--- config.mk ---
export PLATFORM = sky130hd
export DESIGN_NAME = cw_program_sequencer_flat
export DESIGN_NICKNAME = d
export VERILOG_FILES = /design/src/rtl/board_test_pkg.sv /design/src/rtl/cw_program_sequencer_if.sv /design/src/rtl/cw_program_sequencer_button_debounce.sv /design/src/rtl/cw_program_sequencer.sv /design/src/flat_wrapper.sv
export SDC_FILE = /design/constraint.sdc
export NUM_CORES = 1
export LEC_CHECK = 0
export CAP_MARGIN = 20
export CORE_MARGIN = 2
export CORE_UTILIZATION = 45
export DETAILED_ROUTE_END_ITERATION = 10
export HOLD_SLACK_MARGIN = 0.15
export PLACE_DENSITY = 0.62
export REMOVE_ABC_BUFFERS = 1
export SYNTH_ARGS = -nofsm -noshare
export SYNTH_HDL_FRONTEND = slang
export SYNTH_HIERARCHICAL = 1
export SYNTH_SLANG_ARGS = --single-unit
--- constraint.sdc ---
create_clock -name clock -period 4.83 [get_ports clock]
set_input_delay 0.7245 -clock clock [delete_from_list [all_inputs] [get_ports clock]]
set_output_delay 0.7245 -clock clock [all_outputs]
set_load 0.1 [all_outputs]
--- src/rtl/board_test_pkg.sv ---
// Shared types and defaults for the LEGv8 board-test control-word sequencer.
package board_test_pkg;
  localparam int CW_WIDTH         = 34;
  localparam int DEBOUNCE_DEFAULT = 500000;
  localparam int RUN_DIV_DEFAULT  = 25000000;

  typedef enum logic [1:0] {IDLE, SETUP, PULSE, HOLD} seq_state_t;
endpackage

--- src/rtl/cw_program_sequencer_if.sv ---
// Board-side signal bundle of the sequencer: switches/buttons in, datapath drive and status out.
interface cw_program_sequencer_if #(
  parameter int CW_WIDTH = 34,
  parameter int DEPTH    = 16
);
  localparam int AW = $clog2(DEPTH);

  logic [CW_WIDTH-1:0] sw_cw;
  logic                btn_load_n;
  logic                btn_step_n;
  logic                btn_run_n;
  logic                clear;
  logic [CW_WIDTH-1:0] control_word;
  logic                dp_clock;
  logic                run_mode;
  logic [AW:0]         count;
  logic [AW-1:0]       rd_ptr;
  logic                full;

  modport master (
    output sw_cw, btn_load_n, btn_step_n, btn_run_n, clear,
    input  control_word, dp_clock, run_mode, count, rd_ptr, full
  );

  modport slave (
    input  sw_cw, btn_load_n, btn_step_n, btn_run_n, clear,
    output control_word, dp_clock, run_mode, count, rd_ptr, full
  );
endinterface

--- src/rtl/cw_program_sequencer_button_debounce.sv ---
// Button debouncer: 2-FF synchroniser, level accepted after DEBOUNCE_CYCLES stable samples,
// 1-cycle press pulse on the released-to-pressed transition.
module button_debounce
  import board_test_pkg::*;
#(
  parameter int DEBOUNCE_CYCLES = DEBOUNCE_DEFAULT
) (
  input  logic clock,
  input  logic reset,
  input  logic btn_n,
  output logic level,
  output logic press
);
  localparam int CNT_W = $clog2(DEBOUNCE_CYCLES + 1);

  logic [1:0]       r_sync;
  logic [CNT_W-1:0] r_cnt;
  logic             r_level;
  logic             r_press;
  logic             w_pressed;

  assign w_pressed = ~r_sync[1];

  always_ff @(posedge clock or negedge reset) begin
    if (!reset) begin
      r_sync  <= 2'b11;
      r_cnt   <= '0;
      r_level <= 1'b0;
      r_press <= 1'b0;
    end else begin
      r_sync  <= {r_sync[0], btn_n};
      r_press <= 1'b0;
      // Any sample matching the accepted level restarts the stability window.
      if (w_pressed != r_level) begin
        if (r_cnt == CNT_W'(DEBOUNCE_CYCLES - 1)) begin
          r_level <= w_pressed;
          r_press <= w_pressed;
          r_cnt   <= '0;
        end else begin
          r_cnt <= r_cnt + CNT_W'(1);
        end
      end else begin
        r_cnt <= '0;
      end
    end
  end

  assign level = r_level;
  assign press = r_press;
endmodule

--- src/rtl/cw_program_sequencer.sv ---
// Control-word program buffer replayed onto the datapath one dp_clock pulse per step,
// single-stepped or free-running; passes the switches through when the buffer is empty.
module cw_program_sequencer
  import board_test_pkg::*;
#(
  parameter int CW_WIDTH        = board_test_pkg::CW_WIDTH,
  parameter int DEPTH           = 16,
  parameter int DEBOUNCE_CYCLES = DEBOUNCE_DEFAULT,
  parameter int RUN_DIV         = RUN_DIV_DEFAULT,
  parameter int STROBE_CYCLES   = 4
) (
  input logic                   clock,
  input logic                   reset,
  cw_program_sequencer_if.slave bus
);
  localparam int AW = $clog2(DEPTH);
  localparam int DW = $clog2(RUN_DIV);
  localparam int SW = $clog2(STROBE_CYCLES) + 1;

  logic [CW_WIDTH-1:0] r_mem [DEPTH];
  seq_state_t          r_state;
  logic [CW_WIDTH-1:0] r_cw;
  logic                r_dp_clk;
  logic                r_run;
  logic [AW:0]         r_count;
  logic [AW-1:0]       r_rd_ptr;
  logic [DW-1:0]       r_div;
  logic [SW-1:0]       r_strobe;

  logic w_load_press, w_step_press, w_run_press;
  logic w_load_lvl, w_step_lvl, w_run_lvl, w_unused_levels;
  logic w_full, w_empty, w_idle, w_div_tick, w_step_req, w_take_step, w_load;
  logic [CW_WIDTH-1:0] w_sel;
  logic [AW:0]         w_ptr_inc;

  button_debounce #(.DEBOUNCE_CYCLES(DEBOUNCE_CYCLES)) u_db_load (
    .clock(clock), .reset(reset), .btn_n(bus.btn_load_n), .level(w_load_lvl), .press(w_load_press));
  button_debounce #(.DEBOUNCE_CYCLES(DEBOUNCE_CYCLES)) u_db_step (
    .clock(clock), .reset(reset), .btn_n(bus.btn_step_n), .level(w_step_lvl), .press(w_step_press));
  button_debounce #(.DEBOUNCE_CYCLES(DEBOUNCE_CYCLES)) u_db_run (
    .clock(clock), .reset(reset), .btn_n(bus.btn_run_n), .level(w_run_lvl), .press(w_run_press));

  assign w_unused_levels = w_load_lvl & w_step_lvl & w_run_lvl;

  assign w_full      = (r_count == (AW+1)'(DEPTH));
  assign w_empty     = (r_count == '0);
  assign w_idle      = (r_state == IDLE);
  assign w_div_tick  = (r_div == DW'(RUN_DIV - 1));
  assign w_step_req  = r_run ? w_div_tick : w_step_press;
  assign w_take_step = w_idle && w_step_req;
  // A step in the same cycle as a load wins; the load press is simply lost.
  assign w_load      = w_load_press && w_idle && !r_run && !w_full && !w_take_step && !bus.clear;
  assign w_sel       = w_empty ? bus.sw_cw : r_mem[r_rd_ptr];
  assign w_ptr_inc   = {1'b0, r_rd_ptr} + (AW+1)'(1);

  always_ff @(posedge clock) begin
    if (w_load) r_mem[r_count[AW-1:0]] <= bus.sw_cw;
  end

  always_ff @(posedge clock or negedge reset) begin
    if (!reset) begin
      r_state  <= IDLE;
      r_cw     <= '0;
      r_dp_clk <= 1'b0;
      r_run    <= 1'b0;
      r_count  <= '0;
      r_rd_ptr <= '0;
      r_div    <= '0;
      r_strobe <= '0;
    end else if (bus.clear) begin
      // control_word deliberately kept so the datapath sees no spurious word change.
      r_state  <= IDLE;
      r_dp_clk <= 1'b0;
      r_run    <= 1'b0;
      r_count  <= '0;
      r_rd_ptr <= '0;
      r_div    <= '0;
      r_strobe <= '0;
    end else begin
      if (w_run_press && !w_empty) begin
        r_run <= ~r_run;
        r_div <= '0;
      end else if (r_run) begin
        r_div <= w_div_tick ? '0 : r_div + DW'(1);
      end

      if (w_load) r_count <= r_count + (AW+1)'(1);

      case (r_state)
        IDLE: begin
          if (w_step_req) begin
            r_cw    <= w_sel;
            r_state <= SETUP;
          end
        end
        SETUP: begin
          r_dp_clk <= 1'b1;
          r_strobe <= '0;
          r_state  <= PULSE;
        end
        PULSE: begin
          if (r_strobe == SW'(STROBE_CYCLES - 1)) begin
            r_dp_clk <= 1'b0;
            r_state  <= HOLD;
          end else begin
            r_strobe <= r_strobe + SW'(1);
          end
        end
        HOLD: begin
          if (!w_empty) r_rd_ptr <= (w_ptr_inc == r_count) ? '0 : w_ptr_inc[AW-1:0];
          r_state <= IDLE;
        end
        default: r_state <= IDLE;
      endcase
    end
  end

  assign bus.control_word = r_cw;
  assign bus.dp_clock     = r_dp_clk;
  assign bus.run_mode     = r_run;
  assign bus.count        = r_count;
  assign bus.rd_ptr       = r_rd_ptr;
  assign bus.full         = w_full;
endmodule

--- src/flat_wrapper.sv ---
// flat-port wrapper written by rule: the top's interface ports become plain ports
module cw_program_sequencer_flat import board_test_pkg::*;
#(
  parameter int CW_WIDTH        = board_test_pkg::CW_WIDTH,
  parameter int DEPTH           = 16,
  parameter int DEBOUNCE_CYCLES = DEBOUNCE_DEFAULT,
  parameter int RUN_DIV         = RUN_DIV_DEFAULT,
  parameter int STROBE_CYCLES   = 4
)
  (clock, reset, bus_sw_cw, bus_btn_load_n, bus_btn_step_n, bus_btn_run_n, bus_clear, bus_control_word, bus_dp_clock, bus_run_mode, bus_count, bus_rd_ptr, bus_full);
  cw_program_sequencer_if #(.CW_WIDTH(CW_WIDTH), .DEPTH(DEPTH)) bus_i ();
  input logic clock;
  input logic reset;
  input wire logic [$bits(bus_i.sw_cw)-1:0] bus_sw_cw;
  input wire logic [$bits(bus_i.btn_load_n)-1:0] bus_btn_load_n;
  input wire logic [$bits(bus_i.btn_step_n)-1:0] bus_btn_step_n;
  input wire logic [$bits(bus_i.btn_run_n)-1:0] bus_btn_run_n;
  input wire logic [$bits(bus_i.clear)-1:0] bus_clear;
  output wire logic [$bits(bus_i.control_word)-1:0] bus_control_word;
  output wire logic [$bits(bus_i.dp_clock)-1:0] bus_dp_clock;
  output wire logic [$bits(bus_i.run_mode)-1:0] bus_run_mode;
  output wire logic [$bits(bus_i.count)-1:0] bus_count;
  output wire logic [$bits(bus_i.rd_ptr)-1:0] bus_rd_ptr;
  output wire logic [$bits(bus_i.full)-1:0] bus_full;
  assign bus_i.sw_cw = bus_sw_cw;
  assign bus_i.btn_load_n = bus_btn_load_n;
  assign bus_i.btn_step_n = bus_btn_step_n;
  assign bus_i.btn_run_n = bus_btn_run_n;
  assign bus_i.clear = bus_clear;
  assign bus_control_word = bus_i.control_word;
  assign bus_dp_clock = bus_i.dp_clock;
  assign bus_run_mode = bus_i.run_mode;
  assign bus_count = bus_i.count;
  assign bus_rd_ptr = bus_i.rd_ptr;
  assign bus_full = bus_i.full;
  cw_program_sequencer #(.CW_WIDTH(CW_WIDTH), .DEPTH(DEPTH), .DEBOUNCE_CYCLES(DEBOUNCE_CYCLES), .RUN_DIV(RUN_DIV), .STROBE_CYCLES(STROBE_CYCLES)) u_core (.clock(clock), .reset(reset), .bus(bus_i));
endmodule
==> results.toml <==
[clock_tree]
clk_transition_reported_paths_ns = 0.06
clk_path_buf_depth = 3
cts.sinks = 688
numCtsBuffers = 73
cts_max_level = 3
cts_tree = "done"
clock_latency_ns = 0.63
cts-root-buf = "clkbuf_16"

[setup_path]
crit_start = "u_core/bus.count[2]"
cp-start-kind = "register"
path_cells = "and4bb_2 -> clkdlybuf4s50_1"
end_kind = "output pin"
required_ns = 4.11
r2r-start = "u_core/bus.count[0]"
cp.arrival_ns = 2.93
reg2reg_depth = 6
cpMaxStageDelayCell = "clkdlybuf4s50_1"
reg2reg_slack_ns = 1.62
cp_max_fo = 17
timing.rr.end = "u_core/bus.control_word[22]"
critPathKind = "register to output pin"
setup.worst_path.end = "bus_full"
cp_slowest_stage_delay_ns = 1.22

[die]
start_util_pct = 45.6
rows = 91
core_um2 = 61800
die_x_um = 254
boundaryPins = 86
dieArea_um2 = 64600
die_y_um = 254

[power]
switchingPower_w = 0.00258
combPwrFrac_pct = 2.9
clkPwrFrac_pct = 44.0
ir_drop_mv = 0.267
swShare_pct = 21.3
powerDensity_nw_per_um2 = 375
seqPwrFrac_pct = 53.1
p_leak_nw = 10.4
power.internal_w = 0.00957

[timing]
grt_setup_unrepaired = "no"
hold_viol_final = 0
worst_slew_pin_slew_ns = 1.09
setup_tns_ns = 0
finClkSkew_ns = 0.0382
slew_viol_final = 0
finalCritPeriodShare_pct = 75.7
slew_headroom_pct = 27.2
fmax_mhz = 274
report.final.setup_viol = 0
setup_slack_ns = 1.18
period_needed_ns = 3.65

[grt]
antenna_found_initial = 1
grt_max_degree = 77
grt_overflow = 0
grt_pass1_vias = 15655
grt_pass1_wl_um = 95700
grt_usage_pct = 19.9

[finish]
utilization_pct = 52.5
design_area_um2 = 32400
n_fill_cell = 4964
nets = 1814
area_growth_pct = 15.1
layout-drive-gt1-share_pct = 18.1
antenna_cells = 0

[place]
placed_area_um2 = 30100
io_buffers = 85
hpwl_um = 36200
pre_cts_slack_ns = 1.31
place_congestion = 0.784

[run_status]
outcome = "completed"

[synth]
synth_warnings = 6
synth_area_um2 = 28200
synth_flop_cell = "edfxtp_1"
synth.most_common_cell = "edfxtp_1"
yosysSeqAreaShare_pct = 70.8
async_flop_share_pct = 20.9
ys_ff_latch = 688
synth_edf_count = 544
synth_cell_type_count = 65
netlist_top_cells_area = "edfxtp_1 58%, dfrtp_1 12%, mux4_2 11%"
synth_top_area_share_pct = 58.0
synth_top_cells_by_count = "544 x edfxtp_1, 138 x dfrtp_1, 134 x mux4_2, 124 x nand3_1, 110 x nor2_1"
yosys.area.top_type = "edfxtp_1"
syn_area_per_cell_um2 = 17.0
synthCells = 1658

[route]
num_vias = 15362
drt_iter0_drc = 1406
wl_per_cell_um = 23.6
drt-total-wl_um = 62800
via_per_inst = 5.78
route.antenna.remaining_nets = 0
dr.pass1.iters = 5
drc_errors = 0

[worst_hold_path]
hp-start = "u_core/u_db_run/r_sync[0]"
hold_depth = 0
min_path_type = "register to register"

[flow_run]
cap_violations = 0
==> cell usage in the layout (no fill, tap or decap), types with 5 or more instances in the layout <==
cell / netlist / routed
a31oi_1: 6 / 6
buf_12: 0 / 5
inv_1: 18 / 18
and3_1: 5 / 5
nand4_2: 6 / 6
ha_1: 15 / 15
clkinv_1: 0 / 8
nand2b_1: 9 / 8
nor2_1: 110 / 97
a21oi_1: 15 / 15
clkdlybuf4s50_1: 0 / 83
nand3_1: 124 / 124
nand2_1: 73 / 73
o211ai_1: 34 / 34
mux2_2: 5 / 5
and2_1: 10 / 8
nor4b_1: 7 / 7
edfxtp_1: 544 / 544
dfstp_2: 6 / 6
dfrtp_1: 138 / 135
nor2_4: 0 / 13
xor2_1: 20 / 20
xnor2_1: 55 / 55
or3_1: 8 / 8
nor3_1: 28 / 24
o22a_1: 32 / 32
clkbuf_1: 36 / 28
o21ai_0: 15 / 15
buf_4: 10 / 29
mux4_2: 134 / 134
clkbuf_8: 0 / 6
clkinv_2: 0 / 8
nor4_1: 14 / 14
clkbuf_16: 0 / 73
mux2i_1: 39 / 39
nand4_1: 36 / 36
==> how the worst min path moves through the flow <==
stage | slack, ns | to
after global routing | 0.36 | u_core/u_db_step/r_sync[1]
after global placement | 0.35 | u_core/u_db_load/r_sync[1]
after CTS | 0.36 | u_core/u_db_run/r_sync[1]
after floorplan | 0.35 | u_core/u_db_load/r_sync[1]
after detailed placement | 0.35 | u_core/u_db_step/r_sync[1]
final | 0.35 | u_core/u_db_run/r_sync[1]
==> critical path: cells and delay by family, from the launching register on <==
kind | cells | cell delay (ns)
buffers and inverters | 1 | 1.22
DFF | 1 | 0.62
and+or+nand+nor | 1 | 0.45
==> what timing repair did <==
action,in CTS,in global routing
hold buffers,1,0
endpoints found under the hold margin,63,0
resized for setup,0,0
buffers inserted,0,0
==> state kept, by name, summed over array words and instances (netlist names) <==
signal / count
u_core/u_db_step/level: 1
u_core/u_db_step/r_cnt: 19
u_core/u_db_step/press: 1
u_core/u_db_run/press: 1
u_core/u_db_step/r_sync: 2
u_core/bus.count: 5
u_core/u_db_run/level: 1
u_core/u_db_run/r_cnt: 19
u_core/u_db_load/r_sync: 2
u_core/u_db_load/r_cnt: 19
u_core/u_db_load/level: 1
u_core/bus.control_word: 34
u_core/r_mem: 544
u_core/r_state: 2
u_core/bus.run_mode: 1
u_core/u_db_load/press: 1
u_core/bus.rd_ptr: 4
u_core/r_strobe: 3
u_core/u_db_run/r_sync: 2
u_core/r_div: 25
u_core/bus.dp_clock: 1
==> logic make-up (layout without fill, tap and decap cells) <==
kind of cell | count (synthesis) | in the layout | share of synthesized area, %
flip-flops | 688 | 688 | 70.8
AND/OR/NAND/NOR | 460 | 460 | 8.57
multiplexers | 178 | 178 | 12.3
AO/OA/AOI/OAI | 129 | 129 | 3.49
buffers and inverters | 113 | 275 | 1.87
XOR/XNOR | 75 | 75 | 2.33
adder cells (fa/ha/maj) | 15 | 15 | 0.666
==> metal layers <==
metal | GRT usage (%) | wire length [µm] | share of wire [%] | vias to the layer above
met2 | 32.0 | 30400 | 48 | 423
met1 | 28.2 | 28000 | 45 | 8100
met3 | 3.95 | 3260 | 5.2 | 85
met4 | 4.59 | 1150 | 1.8 | 2
li1 | - | - | - | 6752
met5 | 0 | 13 | 0.021 | -
==> layout make-up <==
type	instances	area (µm²)	area share [%]
clock buffers	107	2010	6.21
inverters	18	67.6	0.208
clock inverters	29	278	0.856
well taps	837	1050	3.23
multi-input cells	857	7850	24.2
flip-flops and latches	688	20000	61.5
repair buffers	121	1220	3.78
==> power by group through the flow <==
stage          combinational [W]  clock, W  sequential (W)
6_report                0.000347   0.00535         0.00645
2_1_floorplan           0.000119         0         0.00659
3_3_place_gp            0.000331         0         0.00657
5_1_grt                 0.000378   0.00571         0.00645
4_1_cts                 0.000343   0.00547         0.00645
3_5_place_dp            0.000342         0         0.00657
==> stage by stage <==
step           hold slack, ns  instances  power (W)
6_report                0.354       2657     0.0122
5_1_grt                 0.358       2657     0.0125
4_1_cts                 0.355       2653     0.0123
3_5_place_dp            0.347       2516    0.00692
3_3_place_gp            0.347       2515    0.00691
2_1_floorplan           0.345       1563    0.00671
Note: power is estimated with default switching activity, not from simulation.
